===== config.mk =====
export PLATFORM = sky130hd
export DESIGN_NAME = vedic_pipe_mult
export DESIGN_NICKNAME = d
export VERILOG_FILES = /design/src/rtl/vedic_pipe_mult.sv
export SDC_FILE = /design/constraint.sdc
export NUM_CORES = 2
export LEC_CHECK = 0
export ABC_AREA = 1
export BUFFER_PORTS_ARGS = -buffer_cell sky130_fd_sc_hd__buf_4
export CAP_MARGIN = 20
export CORE_ASPECT_RATIO = 1.75
export CORE_MARGIN = 2
export CORE_UTILIZATION = 33
export DETAILED_ROUTE_END_ITERATION = 7
export HOLD_SLACK_MARGIN = 0.1
export PLACE_DENSITY = 0.47
export REMOVE_ABC_BUFFERS = 1
export SYNTH_ARGS = -nofsm -noshare
export SYNTH_HDL_FRONTEND = slang
export SYNTH_SLANG_ARGS = --single-unit
export TNS_END_PERCENT = 30

===== constraint.sdc =====
create_clock -name clk -period 34.3 [get_ports clk]
set_clock_uncertainty 0.1 [all_clocks]
set_input_delay 5.145 -clock clk [delete_from_list [all_inputs] [get_ports clk]]
set_output_delay 5.145 -clock clk [all_outputs]
set_load 0.1 [all_outputs]

===== src/rtl/vedic_pipe_mult.sv =====
// Pipelined Urdhva-Tiryagbhyam multiplier: registered 2x2 tiles, then one shift-add combine stage per recursion level.
// Define VEDIC_SIGNED_EN for two's-complement a/b/c (adds a sign pipeline and a final conditional-negate stage).
module vedic_pipe_mult #(
  parameter int WIDTH = 16
) (
  input  logic               clk,
  input  logic               rst,
  input  logic               flush,
  input  logic               in_valid,
  output logic               in_ready,
  input  logic [WIDTH-1:0]   a,
  input  logic [WIDTH-1:0]   b,
  output logic               out_valid,
  input  logic               out_ready,
  output logic [2*WIDTH-1:0] c,
  output logic               busy
);
  localparam int LEVELS = $clog2(WIDTH);

  if (WIDTH < 2 || WIDTH > 64 || (WIDTH & (WIDTH - 1)) != 0) begin : g_bad_width
    $error("vedic_pipe_mult: WIDTH must be a power of two in 2..64");
  end

  logic [LEVELS:0]   vld;
  logic [LEVELS+1:1] rdy;
  logic [WIDTH-1:0]  a_op;
  logic [WIDTH-1:0]  b_op;

  assign vld[0]   = in_valid;
  assign in_ready = rdy[1];

`ifdef VEDIC_SIGNED_EN
  logic [LEVELS:0] sgn;

  // -2^(W-1) negates to itself; read as unsigned that bit pattern is exactly its magnitude
  assign a_op   = a[WIDTH-1] ? -a : a;
  assign b_op   = b[WIDTH-1] ? -b : b;
  assign sgn[0] = a[WIDTH-1] ^ b[WIDTH-1];
`else
  assign a_op = a;
  assign b_op = b;
`endif

  for (genvar gl = 1; gl <= LEVELS; gl++) begin : lvl
    localparam int BS = 1 << gl;
    localparam int N  = WIDTH >> gl;
    localparam int PW = 2 * BS;

    logic [N*N*PW-1:0] d_next;
    logic [N*N*PW-1:0] d_q;
    logic              v_q;

    if (gl == 1) begin : g_tiles
      for (genvar gi = 0; gi < N; gi++) begin : g_row
        for (genvar gj = 0; gj < N; gj++) begin : g_col
          logic [1:0] x;
          logic [1:0] y;
          logic       t_mid0;
          logic       t_mid1;
          logic       c_mid;
          logic       t_hi;

          assign x      = a_op[2*gi +: 2];
          assign y      = b_op[2*gj +: 2];
          assign t_mid0 = x[1] & y[0];
          assign t_mid1 = x[0] & y[1];
          assign c_mid  = t_mid0 & t_mid1;
          assign t_hi   = x[1] & y[1];
          assign d_next[(gi*N+gj)*4 +: 4] =
            {t_hi & c_mid, t_hi ^ c_mid, t_mid0 ^ t_mid1, x[0] & y[0]};
        end
      end
    end else begin : g_combine
      localparam int NP = 2 * N;
      localparam int HB = BS / 2;

      for (genvar gi = 0; gi < N; gi++) begin : g_row
        for (genvar gj = 0; gj < N; gj++) begin : g_col
          logic [PW-1:0] ll;
          logic [PW-1:0] hl;
          logic [PW-1:0] lh;
          logic [PW-1:0] hh;

          // sub-products are indexed (a-block, b-block) in the previous level's flat vector
          assign ll = {{BS{1'b0}}, lvl[gl-1].d_q[((2*gi)*NP   + 2*gj)  *BS +: BS]};
          assign hl = {{BS{1'b0}}, lvl[gl-1].d_q[((2*gi+1)*NP + 2*gj)  *BS +: BS]};
          assign lh = {{BS{1'b0}}, lvl[gl-1].d_q[((2*gi)*NP   + 2*gj+1)*BS +: BS]};
          assign hh = {{BS{1'b0}}, lvl[gl-1].d_q[((2*gi+1)*NP + 2*gj+1)*BS +: BS]};
          assign d_next[(gi*N+gj)*PW +: PW] = ll + ((hl + lh) << HB) + (hh << BS);
        end
      end
    end

    assign vld[gl] = v_q;
    assign rdy[gl] = !v_q || rdy[gl+1];

    always_ff @(posedge clk or posedge rst) begin
      if (rst) begin
        v_q <= 1'b0;
        d_q <= '0;
      end else if (flush) begin
        v_q <= 1'b0;
      end else if (rdy[gl]) begin
        v_q <= vld[gl-1];
        if (vld[gl-1]) d_q <= d_next;
      end
    end

`ifdef VEDIC_SIGNED_EN
    logic s_q;

    assign sgn[gl] = s_q;

    always_ff @(posedge clk or posedge rst) begin
      if (rst) begin
        s_q <= 1'b0;
      end else if (!flush && rdy[gl] && vld[gl-1]) begin
        s_q <= sgn[gl-1];
      end
    end
`endif
  end

`ifdef VEDIC_SIGNED_EN
  logic               o_v;
  logic [2*WIDTH-1:0] o_c;
  logic [2*WIDTH-1:0] prod;

  assign prod           = lvl[LEVELS].d_q;
  assign rdy[LEVELS+1]  = !o_v || out_ready;

  always_ff @(posedge clk or posedge rst) begin
    if (rst) begin
      o_v <= 1'b0;
      o_c <= '0;
    end else if (flush) begin
      o_v <= 1'b0;
    end else if (rdy[LEVELS+1]) begin
      o_v <= vld[LEVELS];
      if (vld[LEVELS]) o_c <= sgn[LEVELS] ? -prod : prod;
    end
  end

  assign out_valid = o_v;
  assign c         = o_c;
  assign busy      = (|vld[LEVELS:1]) || o_v;
`else
  assign rdy[LEVELS+1] = out_ready;
  assign out_valid     = vld[LEVELS];
  assign c             = lvl[LEVELS].d_q;
  assign busy          = |vld[LEVELS:1];
`endif

endmodule


==> impl_metrics.toml <==
[drt]
routedWlPerCell_um = 16.1
drc = 0
drt-initial-drc-count = 1188
ant_nets = 0
drt-pass1-iter-count = 5
num_vias = 24600
wl_mm = 84.5
viasPerCell = 4.69

[grt]
grt_pass1_wl_mm = 138
grt_pass1_vias = 25200
grt_max_degree = 147
grt_antenna_before_repair = 0
grt_usage_pct = 17.7
overflow = 0

[timing]
rsz0062_at_grt = "false"
maxSlewViolCount = 0
fin_crit_sh_pct = 33.2
finalHoldViolCount = 0
fmax_mhz = 87.7
setup_ws_ns = 22.90
slew_headroom_pct = 38.0
min_period_ns = 11.40
setup_viol = 0
final.setup.tns_ns = 0
worst_slew_pin_slew_ns = 0.929

[clocking]
cts_sinks = 484
clkTransAtPathRegs_ns = 0.07
cts_tree = "yes"
worstSkewPairLatency_ns = 0.62
post_cts_buffers = 0
cts_root_buffer = "clkbuf_16"
hold_buffers = 0
numCtsBuffers = 49
clockBufferDepth = 3
h-tree-depth = 2
cts-resized-gates = 0

[status]
status = "finished, final reports clean"

[floorplanning]
die_h_um = 413
num_rows = 150
fp.dieArea_sq_um = 98300
io_pins = 72
start_util_pct = 33.2
die_w_um = 238
core_sq_um = 95200

[setup_path]
worst-r2r-setup-slack_ns = 30.35
worst_setup_path_end_kind = "primary output"
critPathMaxFanout = 3
critPathArrivalTime_ns = 6.16
required_ns = 29.05
crit_chain = "buf_4, or2_4, nor2_2, nand2_2, nor2_2, inv_2, buf_4"
max_stage_delay_ns = 0.25
cpMaxStageDelayCell = "or2_4"
worst-path-buf-inv = 3
cpLargestDelayFamily = "simple AND/OR/NAND/NOR gates"
start_kind = "input port"
crit_type = "input port to primary output"

[yosys]
synth.distinct_cells = 36
async_reset_ff_share_pct = 100
synth_top_area_share_pct = 38.3
avgSynthCellArea_sq_um = 7.85
synth_warnings = 0
yosysMostFrequentCell = "nand2_1"
syn_inst = 4024
ys_top_cells_by_area = "dfrtp_1 (38%), nand2_1 (19%), ha_1 (15%), inv_1 (5.1%), o21ai_0 (3.7%)"
ys_ff_latch = 484
syn_area_sq_um = 31600
synth_edf_count = 0
synth_top_flop_cell = "dfrtp_1"
ys_seq_area_share_pct = 38.3
synth_commonest_cells = "nand2_1 (1,576), dfrtp_1 (484), inv_1 (432), ha_1 (374), o21ai_0 (231)"
synth_top_area_cell = "dfrtp_1"

[job]
cap_violations = 0

[layout]
fin_nets = 4450
area_growth_pct = 9.02
drive_gt1_share_pct = 4.76
fillCellCount = 10000
fin_area_sq_um = 34400
finalNonFillerCells = 5249
num_antenna_cells = 0

[place]
portBuffers = 71
post-dp-hpwl_mm = 59.1
dpl_cell_area_sq_um = 32800
place.gp.congestion = 0.823
pre_cts_ws_ns = 22.88
dp.cells = 5162

[pwr]
p_leak_nw = 20.3
p_per_area_nw_per_um2 = 71.7
ir_drop_v = 0.0000460

[worst_hold_path]
hp-class = "flop to flop"
[layout by cell type, fill, tap and decap left out, drive strengths merged, types with 11 or more instances in the layout]
cell,instances
o21ai,234
a21oi,142
nor3,11
clkbuf,74
ha,374
fa,42
xnor2,51
nand4,38
a21o,24
inv,436
xor2,93
nand3,206
dfrtp,484
nor2,75
a31oi,23
buf,88
or2,21
nand2,1579
[stage by stage]
stage	util, %	hold slack, ns	total power [mW]
2_1_floorplan	-	0.342	1.61
3_5_place_dp	34.5	0.358	1.94
4_1_cts	36.2	0.371	2.52
3_3_place_gp	34.5	0.352	1.94
6_report	36.2	0.370	2.47
5_1_grt	36.2	0.403	2.68
[registers in the layout, summed over array words and instances (netlist names)]
register   count
lvl.d_q      448
out_valid      1
c             32
lvl.v_q        3
[cells by family after synthesis]
group / share of synthesized area, %
AND/OR/NAND/NOR: 24.6
adder cells (fa/ha/maj): 17.5
AO/OA/AOI/OAI: 7.31
buffers and inverters: 8.28
flip-flops: 38.3
XOR/XNOR: 3.99
[power by group]
group,switching (mW),total [mW],internal (mW)
Clock,0.243,0.557,0.314
Sequential,0.0830,0.769,0.686
Combinational,0.765,1.15,0.380
[layout make-up]
type	instances	area, sq um	share of cell area, %
multi-input combinational	2938	16900	49.0
sequential	484	12100	35.2
inverter	436	1650	4.79
tap	1216	1520	4.42
clock buffer	74	1450	4.22
timing repair buffer	88	673	1.95
clock inverter	13	153	0.443
[metal layers]
metal	global-route usage, %	wire length, um	up-vias
met2	35.1	45900	225
met1	19.7	34300	11600
li1	-	-	12700
met4	5.01	2170	0
met3	1.80	2060	99
met5	0	0	-
[worst paths after layout]
path / startpoint / end / cells past startpoint
worst min register to register: lvl[1].d_q[201] / lvl[2].d_q[105] / 2
worst max register to register: out_valid / lvl[1].d_q[8] / 12
min in group asynchronous: rst / lvl[1].v_q / 2
max in group asynchronous: rst / lvl[1].d_q[115] / 5
worst min-delay path: lvl[1].d_q[201] / lvl[2].d_q[105] / 2
worst max-delay path: out_ready / in_ready / 7
[worst min-delay path, delay by kind of cell (launching register included)]
family           cells  cell delay (ns)
DFF                  1             0.34
and+or+nand+nor      2             0.10
Note: power is estimated with default switching activity, not from simulation.
